==> src/rtl/ram8_seq.sv <==
// rtl/ram8_seq.sv - 8-entry register file fed by a demuxed load, with a sequenced clear engine
// Optional RAM8_SEQ_REGOUT_EN registers the read port (one-cycle read latency).
module ram8_seq #(
  parameter int              WIDTH     = 16,
  parameter logic [WIDTH-1:0] CLEAR_VAL = '0
) (
  input  logic             clock,
  input  logic             reset,
  input  logic [WIDTH-1:0] in,
  input  logic [2:0]       address,
  input  logic             load,
  input  logic             clear_req,
  output logic [WIDTH-1:0] out,
  output logic [7:0]       load_sel,
  output logic             busy,
  output logic             clear_done
);

  typedef enum logic [1:0] {IDLE, CLEAR, DONE} state_t;

  state_t           state;
  logic [2:0]       counter;
  logic [WIDTH-1:0] regs [8];

  // Exactly one-hot or zero: the clear walk owns the write port while busy.
  always_comb begin
    load_sel = '0;
    if (!reset) begin
      case (state)
        IDLE:    if (load) load_sel = 8'b1 << address;
        CLEAR:   load_sel = 8'b1 << counter;
        default: load_sel = '0;
      endcase
    end
  end

  always_ff @(posedge clock) begin
    if (reset) begin
      state   <= IDLE;
      counter <= '0;
      for (int i = 0; i < 8; i++) regs[i] <= '0;
    end else begin
      for (int i = 0; i < 8; i++) begin
        if (load_sel[i]) regs[i] <= (state == CLEAR) ? CLEAR_VAL : in;
      end
      case (state)
        IDLE: begin
          counter <= '0;
          if (clear_req) state <= CLEAR;
        end
        CLEAR: begin
          counter <= counter + 3'd1;
          if (counter == 3'd7) state <= DONE;
        end
        DONE:    state <= IDLE;
        default: state <= IDLE;
      endcase
    end
  end

  assign busy       = (state != IDLE);
  assign clear_done = (state == DONE);

`ifdef RAM8_SEQ_REGOUT_EN
  always_ff @(posedge clock) begin
    if (reset) out <= '0;
    else       out <= regs[address];
  end
`else
  assign out = regs[address];
`endif

endmodule

==> config.mk <==
export PLATFORM = sky130hd
export DESIGN_NAME = ram8_seq
export DESIGN_NICKNAME = d
export VERILOG_FILES = /design/src/rtl/ram8_seq.sv
export SDC_FILE = /design/constraint.sdc
export NUM_CORES = 1
export LEC_CHECK = 0
export CAP_MARGIN = 15
export CORE_ASPECT_RATIO = 1.75
export CORE_MARGIN = 10
export CORE_UTILIZATION = 30
export CTS_BUF_LIST = sky130_fd_sc_hd__clkbuf_4
export DETAILED_ROUTE_END_ITERATION = 10
export PLACE_DENSITY_LB_ADDON = 0.12
export RECOVER_POWER = 50
export SYNTH_ARGS = -nofsm -noshare
export SYNTH_HDL_FRONTEND = slang
export SYNTH_SLANG_ARGS = --single-unit
==> constraint.sdc <==
create_clock -name clock -period 3.07 [get_ports clock]
set_input_delay 0.614 -clock clock [delete_from_list [all_inputs] [get_ports clock]]
set_output_delay 0.614 -clock clock [all_outputs]
set_load 0.01 [all_outputs]
* Word-level counts from Yosys, hierarchy flattened
Memory sizes are Yosys's and may differ from the RTL's.
Cells that the tools add are included.
** Storage, ports and cells
- Bits in registers :: 5
- Bits in writable memories :: 128
- Input port bits :: 23
- Output and inout port bits :: 26
- Logic and storage cells :: 65
- Memories kept :: 1
** Memories
- regs :: depth 8, bits a word 16, rd ports 1, clocked after Yosys merged registers in 0, wr ports 8, RTL line 23 : logic [WIDTH-1:0] regs [8];
** Operators by class
- $add $sub $neg :: 1
- Eq/ne operators :: 5
- Shifts and indexed selects :: 2
- Mux-type cells :: 42
- Bitwise gates (word level) :: 8
- Reductions and logical operators :: 4
** Operator list (count)
- 2-to-1 mux 16 bit :: 9
- 2-to-1 mux 1 bit :: 26
- 2-to-1 mux 8 bit :: 2
- case mux 8 bit (2 select lines) :: 1
- << shifter 1 x 3 -> 8 bit, first input constant :: 2
- bitwise OR 1 bit :: 8
- case mux 3 bit (2 select lines) :: 1
- 2-to-1 mux 2 bit :: 2
- case mux 2 bit (2 select lines) :: 1
- nonzero test 2 bit :: 2
- adder 3 x 1 -> 3 bit, second input constant :: 1
- equality test 3 bit, second input constant :: 1
- equality test 2 x 1 -> 1 bit, second input constant :: 1
- equality test 2 bit, second input constant :: 1
- logical NOT 2 bit :: 1
- != test 2 x 1 -> 1 bit, second input constant :: 1
- != test 2 bit, second input constant :: 1
- AND reduction 2 bit :: 1

* Logic depth before layout (Yosys ltp)
Gate-level depths: netlist (run 1).
- Depth in word-level cells :: 8
- Gate-level depth with buffers :: 6
- Mapped depth without buffers :: 5

* Least setup slack after synthesis (run 1)
Ideal clock, no wire load.
- Path kind :: input to register
- From :: in address[2]
- To :: mem regs[7][0] (enable)
- Setup time :: 0.411 ns
- Arrival :: 2.285 ns
- Required time :: 2.659 ns
- Slack :: 0.373 ns
- Cell stages on the path :: 4
- Buffers on the path :: 1
- Cell sequence :: buf_2 > nand2_1 > o31a_1 > o21ai_0
** RTL lines
- start: declaration :: RTL line 10 : input logic [2:0] address,
- end: declaration :: RTL line 23

* Worst setup path in the final report (run 1)
- From :: in address[2]
- To :: out out[6]
** Between the ends
- Longest elaborated chain between the ends :: 1
** Ends and longest elaborated chain
- memory (8 x 16 bit)
- end: declaration :: RTL line 13 : output logic [WIDTH-1:0] out,
Every way passes these cells.

==> impl_metrics.tcl, run 1 <==
set metrics [dict create \
    core-area_mm2 0.01982 \
    max_stage_delay_ps 470 \
    critPathLaunchType "input port" \
    syn-cell-area_mm2 0.006081 \
    crit_arrival_ps 2410 \
    worst_slack_ps 46.76 \
    grt-ovfl-total 0 \
    syn_area_per_cell_um2 12.99 \
    port-buffer-count 48 \
    antenna_left 0 \
    syn_to_final_growth_pct 24.79 \
    power_density_mw_per_mm2 515.6 \
    clock-root-buffer "clkbuf_4" \
    gp_congestion 0.7751 \
    netlist_instances 468 \
    initialDrtViolationCount 217 \
    route.detailed.drc 0 \
    viasPerCell 4.925 \
    worst_pin_slew_ps 863.0 \
    slew_headroom_pct 42.47 \
    ys_types 42 \
    cts_sinks 133 \
    multiInputGateArea_mm2 0.001909 \
    post-route-util_pct 38.28 \
    layout_min_cycle_time_ps 3023 \
    cts_made_buffers 17 \
    synth_nets 497 \
    clkSlewWorstSetupHoldPaths_ps 120 \
    die_w_um 127.6 \
    drt-total-wl_um 18340 \
    avgRoutedWirePerCell_um 22.12 \
    clkLatencyLatePin_ps 530 \
    ys_seq_area_share_pct 64.86 \
    fin_setup_tns_ps 0 \
    drive_above_1_share_pct 26.42 \
    whs_ps 546.9 \
    path_common_cell "buf_4" \
    end_kind "output port" \
    crit_buf_inv 5 \
    hp-class "reg2reg" \
    cts_tree "done" \
    cpLargestDelayFamily "buffers and inverters" \
    cp_max_fo 10 \
    criticalPathCategory "in2out" \
    via_count 4083 \
    ios 49 \
    worst_ir_drop_vdd_v 0.0002203 \
    post-dp-hpwl_um 12310 \
    skew_ps 11.58 \
    crit_slowest_cell "clkdlybuf4s50_1" \
    synth_seq_cells 133 \
    finalMaxSlewViolations 0 \
    die-area_mm2 0.02659 \
    rsz0062_at_grt "no" \
    dr.pass1.iters 6 \
    timing.final.crit_share_pct 98.48 \
    seq_area_mm2 0.003944 \
    ctsHoldBuffers 0 \
    power.leakage_nw 2.933 \
    setup_viol 0 \
    cap_violations 0 \
    post-place-ws_ps -287.7 \
    clockBufferDepth 2 \
    track_usage_pct 14.05 \
    n_fill_cell 1999 \
    outcome "finished, final reports clean" \
    final_hold_viol_count 0 \
    fp.dieH_um 208.3 \
    h-tree-depth 4 \
    path_cells "clkdlybuf4s50_1 > buf_6 > or2_4 > buf_4 > buf_4 > o22ai_1 > a211oi_1 > dlygate4sd2_1" \
    grt_pass1_vias 4478 \
    start_util_pct 30.67 \
    grt_max_degree 23 \
    ys_warn_count 0 \
    fmax_mhz 330.8 \
    rows 68 \
    grt_pass1_wl_um 27740 \
    critPathRequiredTime_ps 2460 \
    finalNetCount 599 \
    antenna_found_initial 1 \
]
## path summary, 6_finish.rpt
path	to	cells after the start	slack [ps]	startpoint
setup / recovery	out[6]	8	50	address[2]
hold / removal	counter[0]$_SDFFE_PP0P_	2	550	counter[0]$_SDFFE_PP0P_
setup reg to reg	regs[4][5]$_SDFFCE_PN0P_	6	590	state[0]$_SDFFE_PP0P_
hold reg to reg	counter[0]$_SDFFE_PP0P_	2	550	counter[0]$_SDFFE_PP0P_
## Yosys cell counts (all sizes together)
cell       n  area share (%)
inv       22             1.4
nor2     110             7.2
edfxtp   128              63
mux2      31             5.7
nor3       7            0.58
nand2b     5            0.51
buf       22             2.7
o221ai     1            0.14
a21oi      3            0.25
nand3b     1            0.12
nand2     24             1.5
nor4       1            0.21
or2        2            0.25
and2       2            0.21
or3        2            0.21
nor4b      2            0.39
o32ai      3            0.43
ha         6             1.2
a2111oi    1            0.14
dfxtp      5             1.6
o21ai      4            0.33
o31a       1            0.14
clkinv     1           0.062
nor2b      6            0.62
a221oi     4            0.58
mux4       7             2.6
a22oi      1            0.12
o22ai     18             1.9
mux2i      5            0.82
a211oi     9             1.1
or3b       1            0.14
nor3b      1            0.12
nand3     18             1.5
clkbuf     8            0.49
a32oi      6             1.5
## through the flow
step,cell area (um^2),power (W),instances
4_1_cts,7607,0.003982,826
3_5_place_dp,7241,0.002695,792
5_1_grt,7589,0.004075,829
6_report,7589,0.003912,829
3_3_place_gp,7241,0.002690,792
2_1_floorplan,6081,0.002409,468
## cell type report
type / instances / area share [%]
clock inverters: 14 / 2.308
flip-flops and latches: 133 / 51.97
repair buffers: 113 / 13.57
inverters: 23 / 1.138
multi-input cells: 282 / 25.16
well taps: 245 / 4.040
clock buffers: 18 / 1.781
diodes: 1 / 0.03298
## report_power, final
group,switching [W],internal (W),total (W)
Clock,0.000697,0.000583,0.00128
Combinational,0.000293,0.000221,0.000514
Sequential,0.0000277,0.00209,0.00212
## cell families (layout without fill, tap and decap cells)
family          after synthesis  in the layout  share of synthesized area (%)
mux                          43             43                          9.156
buf+inv                      53            168                          4.650
compound gates               51             51                          6.584
flops                       133            133                          64.86
simple gates                182            182                          13.52
other cells                   0              1                              0
fa+ha+maj                     6              6                          1.235
## registers in the layout, summed over array words and instances, names as in the netlist
name	count
counter	3
regs	128
state	2
## routing by layer
metal  track usage (%)  up-vias  wire [um]
li1                  -     1915          -
met1             15.42     2071       7246
met2             25.86       80      10170
met3             2.571       17        552
met4             5.093        0        372
met5                 0        -          0
## cells in the final DEF, fill, tap and decap left out, types with 2 or more instances in the layout
cell type,count
dlygate4sd2_1,16
or3_1,2
nand3_1,17
clkbuf_4,18
ha_1,6
clkbuf_1,6
clkinvlp_4,3
mux2i_1,5
edfxtp_1,128
nand2b_1,4
clkinv_4,2
nor3_1,7
clkbuf_2,4
nor2_2,10
bufinv_16,3
a211oi_2,2
o32ai_1,3
buf_4,44
inv_6,3
nand2_2,2
a221oi_1,4
buf_6,3
inv_1,22
mux4_2,7
nand2_1,22
dlymetal6s2s_1,5
o21ai_0,4
a32oi_2,5
or2_4,2
a21oi_1,3
dfxtp_1,5
clkdlybuf4s50_1,25
nor2_1,100
o22ai_1,18
buf_12,7
nor2b_1,6
mux2_2,31
a211oi_1,7
clkinv_1,3
## tightest hold or removal path, cell delays in order (launching register included)
cell,delay [ps]
dfxtp_1,370
nand2_1,80
a21oi_1,60
## repair_timing
action | 4_1_cts | 5_1_grt
pin swaps | 3 | 2
gates resized for setup | 29 | 8
buffers inserted | 2 | 2
endpoints found under the setup margin | 20 | 9
cloned | 0 | 0
(Power assumes the default switching activity.)
==> run 2, diff against run 1 <==
==> constraint.sdc (replaced) <==
create_clock -name clock -period 2.5 [get_ports clock]
set_input_delay 0.5 -clock clock [delete_from_list [all_inputs] [get_ports clock]]
set_output_delay 0.5 -clock clock [all_outputs]
set_load 0.01 [all_outputs]
==> run 2 against run 1 <==
Critical path depth shrank 1. Largest cell class unchanged. Via count grew 2.0%. Largest power group unchanged. Design area grew 2.4%. Count of clock-buffer cells in the layout shrank 1. Critical path type unchanged. Register-to-register slack lost 270 ps. Non-clock buffer count grew 18. Sequential share of layout area shrank 1.2 points. Routed wire length grew 2.2%.
==> impl_metrics.tcl, run 2 (synthesis gave the netlist of run 1 again) <==
set metrics [dict create \
    outcome "finished, final reports clean" \
    layout_commonest_cell "edfxtp_1" \
    ctsHoldBuffers 0 \
    fmax_mhz 412.8 \
    clkSlewWorstSetupHoldPaths_ps 120 \
    grt-ovfl-total 0 \
    place_area_mm2 0.007388 \
    start_util_pct 30.67 \
    end_kind "output port" \
    track_usage_pct 14.17 \
    cp_max_fo 10 \
    fp.dieH_um 208.3 \
    stdcell_area_mm2 0.007774 \
    clockBufferDepth 2 \
    r2r_start "counter[0]$_SDFFE_PP0P_" \
    path_common_cell "nand2_1" \
    power_density_mw_per_mm2 617.0 \
    clkLatencyLatePin_ps 540 \
    grt_pass1_wl_um 27860 \
    h-tree-depth 4 \
    slew_headroom_pct 59.28 \
    route.detailed.drc 0 \
    worst_ir_drop_vdd_v 0.0002728 \
    power.leakage_nw 2.995 \
    rows 68 \
    skew_ps 16.76 \
    rsz0062_at_grt "yes" \
    holdPathEnd "counter[0]$_SDFFE_PP0P_" \
    grt_max_degree 24 \
    drt-total-wl_um 18740 \
    cap_violations 0 \
    via_count 4165 \
    syn_to_final_growth_pct 27.84 \
    die-area_mm2 0.02659 \
    regMostFlops "regs" \
    final_hold_viol_count 0 \
    die_w_um 127.6 \
    path_cells "clkbuf_4 > buf_12 > buf_4 > mux4_2 > nand2_1 > nand2_1 > dlygate4sd2_1" \
    post-route-util_pct 39.21 \
    gp_congestion 0.7882 \
    holdCritStartpoint "counter[0]$_SDFFE_PP0P_" \
    worstSetupStartpoint "address[1]" \
    final_cell_mix "128 x edfxtp_1, 100 x nor2_1, 60 x buf_4, 31 x mux2_2, 23 x nand2_1" \
    ff2ff_path_depth 7 \
    fin_setup_tns_ps 0 \
    avgRoutedWirePerCell_um 22.09 \
    core-area_mm2 0.01982 \
    finalMaxSlewViolations 0 \
    crit_arrival_ps 1920 \
    dr.pass1.iters 4 \
    crit_slowest_cell "mux4_2" \
    cts_made_buffers 17 \
    holdPathStages 2 \
    finalNetCount 617 \
    hp-class "reg2reg" \
    layout_min_cycle_time_ps 2423 \
    regToRegSetupSlack_ps 320 \
    viasPerCell 4.912 \
    initialDrtViolationCount 202 \
    critPathLaunchType "input port" \
    largest_register_ffs 128 \
    drive_above_1_share_pct 33.94 \
    critPathRequiredTime_ps 2000 \
    antenna_left 0 \
    top_regs "regs x128, counter x3, state x2" \
    worst_pin_slew_ps 610.7 \
    post-dp-hpwl_um 12530 \
    criticalPathCategory "in2out" \
    port-buffer-count 48 \
    grt_pass1_vias 4535 \
    antenna_found_initial 1 \
    clock-root-buffer "clkbuf_4" \
    cts_sinks 133 \
    rr_endpoint "regs[7][4]$_DFFE_PP_" \
    setup_viol 0 \
    max_stage_delay_ps 480 \
    cts_tree "done" \
    timing.final.crit_share_pct 96.91 \
    ios 49 \
]
[run 2: changes by cell type in the layout (fill, tap and decap cells not counted), moves of 5 or more]
| cell | previous run | this run |
|---|---|---|
| clkbuf_2 | 4 | 9 |
| buf_4 | 44 | 60 |
| dlygate4sd2_1 | 16 | 7 |
| buf_2 | 1 | 7 |
| dlymetal6s2s_1 | 5 | 0 |
| buf_12 | 7 | 12 |
[run 2: what timing repair did]
| item | in CTS | in global routing |
|---|---|---|
| setup buffers | 8 | 0 |
| cloned | 1 | 1 |
| resized for setup | 78 | 27 |
| setup endpoints to repair | 24 | 15 |
| pin swaps | 7 | 3 |
[run 2: layout make-up]
class,instances,area [um^2]
antenna,2,5.005
sequential,133,3949
inverter,23,86.33
timing repair buffer,131,1197
fill,1948,12050
multi-input combinational,282,1936
clock inverter,15,166.4
tap,245,306.5
clock buffer,17,127.6
[run 2: worst max-delay path by stage]
stage                        endpoint  slack, ps  cells past startpoint
after detailed placement      out[12]       -650                      9
after CTS                 load_sel[1]         -3                      6
after global placement        out[13]       -670                      8
after global routing      load_sel[7]        -10                      6
final                         out[11]         80                      7
after floorplan                out[8]        220                      5
[run 2: metal layers]
metal  GRT usage [%]  part of all wire (%)  vias up
li1                -                     -     1961
met5               0                     0        -
met1           14.86                    38     2098
met2           26.61                    57       81
met4           5.560                   2.3        0
met3           2.672                   3.1       25
[run 2: report_power, final]
group          leakage, nW  total [W]  internal (W)  switching [W]
Combinational         1.47   0.000679      0.000303       0.000376
Clock                0.151    0.00152      0.000615       0.000902
Sequential            1.38    0.00260       0.00257      0.0000330
[run 2: worst max-delay path, delay by kind of cell]
kind                   cells  cell delay (ps)
buffers and inverters      4              780
and+or+nand+nor            2              150
muxes                      1              480
[run 2: per-stage QoR]
step           instances  hold slack [ps]  total power, W  worst slack, ps
5_1_grt              848            538.0        0.004980           -10.21
4_1_cts              845            510.8        0.004865           -2.804
6_report             848            504.9        0.004797            77.22
2_1_floorplan        468            489.2        0.002958            219.0
3_3_place_gp         805            508.9        0.003335           -668.6
3_5_place_dp         805            520.4        0.003340           -645.4
==> run 3, diff against run 2 <==
--- a/config.mk
+++ b/config.mk
@@ -13,6 +13,7 @@
 export DETAILED_ROUTE_END_ITERATION = 10
 export PLACE_DENSITY_LB_ADDON = 0.12
 export RECOVER_POWER = 50
+export SKIP_LAST_GASP = 1
 export SYNTH_ARGS = -nofsm -noshare
 export SYNTH_HDL_FRONTEND = slang
 export SYNTH_SLANG_ARGS = --single-unit
==> run 3 against run 2 <==
Cell count unchanged. Total power is essentially flat. Design area did not move. Routed wire length fell by 0.38%. Die area unchanged. Critical path type unchanged. Critical endpoint unchanged. Largest cell class unchanged.
==> impl_metrics.tcl, run 3 (synthesis gave the netlist of run 1 again) <==
set metrics [dict create \
    outcome "finished, final reports clean" \
    rows 68 \
    rsz0062_at_grt "no" \
    gp_congestion 0.7882 \
    die-area_mm2 0.02659 \
    regMostFlops "regs" \
    final_cell_mix "128 x edfxtp_1, 100 x nor2_1, 58 x buf_4, 31 x mux2_2, 23 x nand2_1" \
    post-place-ws_ps -645.4 \
    seq_area_mm2 0.003951 \
    drt-total-wl_um 18660 \
    route.detailed.drc 0 \
    crit_arrival_ps 1920 \
    end_kind "output port" \
    fmax_mhz 413.0 \
    avgRoutedWirePerCell_um 22.01 \
    ctsHoldBuffers 0 \
    clkSlewWorstSetupHoldPaths_ps 120 \
    dp_cells 805 \
    cts_made_buffers 17 \
    power_density_mw_per_mm2 616.8 \
    antenna_found_initial 1 \
    worst_slack_ps 78.52 \
    cts_tree "done" \
    dr.pass1.iters 4 \
    hp-class "reg2reg" \
    port-buffer-count 48 \
    grt_pass1_vias 4538 \
    worst_ir_drop_vdd_v 0.0003391 \
    grt-ovfl-total 0 \
    post-dp-hpwl_um 12530 \
    grt_pass1_wl_um 27870 \
    critPathLaunchType "input port" \
    largest_register_ffs 128 \
    power.leakage_nw 2.999 \
    ios 49 \
    layout_commonest_cell "edfxtp_1" \
    clock-root-buffer "clkbuf_4" \
    layout_min_cycle_time_ps 2421 \
    syn_to_final_growth_pct 27.84 \
    total_power_w 0.004795 \
    timing.final.crit_share_pct 96.86 \
    fp.dieH_um 208.3 \
    worst_pin_slew_ps 611.3 \
    cp_max_fo 10 \
    multiInputGateArea_mm2 0.001942 \
    drive_above_1_share_pct 33.78 \
    skew_ps 18.16 \
    setup_viol 0 \
    via_count 4155 \
    clkLatencyLatePin_ps 540 \
    finalNetCount 617 \
    n_fill_cell 1949 \
    grt_max_degree 24 \
    track_usage_pct 14.17 \
    start_util_pct 30.67 \
    place_area_mm2 0.007388 \
    antenna_left 0 \
    core-area_mm2 0.01982 \
    cts_sinks 133 \
    cap_violations 0 \
    critPathRequiredTime_ps 2000 \
    slew_headroom_pct 59.25 \
    h-tree-depth 4 \
    top_regs "regs x128, counter x3, state x2" \
    finalMaxSlewViolations 0 \
    viasPerCell 4.900 \
    stdcell_area_mm2 0.007774 \
    die_w_um 127.6 \
    clockBufferDepth 2 \
    initialDrtViolationCount 198 \
    final-instance-count-excl-fill 848 \
    final_hold_viol_count 0 \
    criticalPathCategory "in2out" \
]
==> run 3: cell count changes in the layout (fill, tap and decap cells not counted), sizes merged <==
cell and change:
clkbuf +3, buf -2, clkdlybuf4s15 -1
==> run 3: path summary, 6_finish.rpt <==
path                           start                      end  slack, ps  cells past startpoint
min reg2reg  counter[0]$_SDFFE_PP0P_  counter[0]$_SDFFE_PP0P_        520                      2
max                       address[1]                  out[11]         80                      7
max reg2reg  counter[0]$_SDFFE_PP0P_     regs[7][4]$_DFFE_PP_        310                      7
min          counter[0]$_SDFFE_PP0P_  counter[0]$_SDFFE_PP0P_        520                      2
==> run 3: routing by layer <==
metal	track usage (%)	share of wire, %	up-vias
met1	14.89	38	2081
li1	-	-	1963
met5	0	0	-
met3	2.672	2.6	23
met2	26.57	57	88
met4	5.560	2.2	0
==> run 3: power by group <==
part           internal (W)  switching (W)
clock              0.000615       0.000900
combinational      0.000303       0.000377
sequential          0.00257      0.0000329
total               0.00348        0.00131
==> run 3: area by class of cell <==
| type | instances | area share, % |
|---|---|---|
| sequential | 133 | 50.83 |
| multi-input combinational | 282 | 24.98 |
| timing repair buffer | 131 | 15.29 |
| tap | 245 | 3.943 |
| clock inverter | 15 | 2.141 |
| clock buffer | 17 | 1.642 |
| inverter | 23 | 1.111 |
| antenna | 2 | 0.06438 |
==> run 3: through the flow <==
stage / TNS [ps] / hold WS (ps) / utilization [%]
detailed placement: -29820 / 520.4 / 37.27
finish: 0 / 517.3 / 39.21
global route: 0 / 548.9 / 39.21
CTS: -101.8 / 510.2 / 39.29
floorplan: 0 / 489.2 / -
global placement: -26520 / 508.9 / 37.27
==> run 3: timing repair <==
item                       CTS  global route
pin swaps                    7             6
buffers inserted             8             0
setup endpoints to repair   24            16
gates cloned                 1             1
resized for setup           74            33
==> run 3: worst max-delay path, stage by stage <==
cell           delay [ps]
clkbuf_4              180
buf_12                160
buf_4                 140
mux4_2                480
nand2_1                80
nand2_1                70
dlygate4sd2_1         290
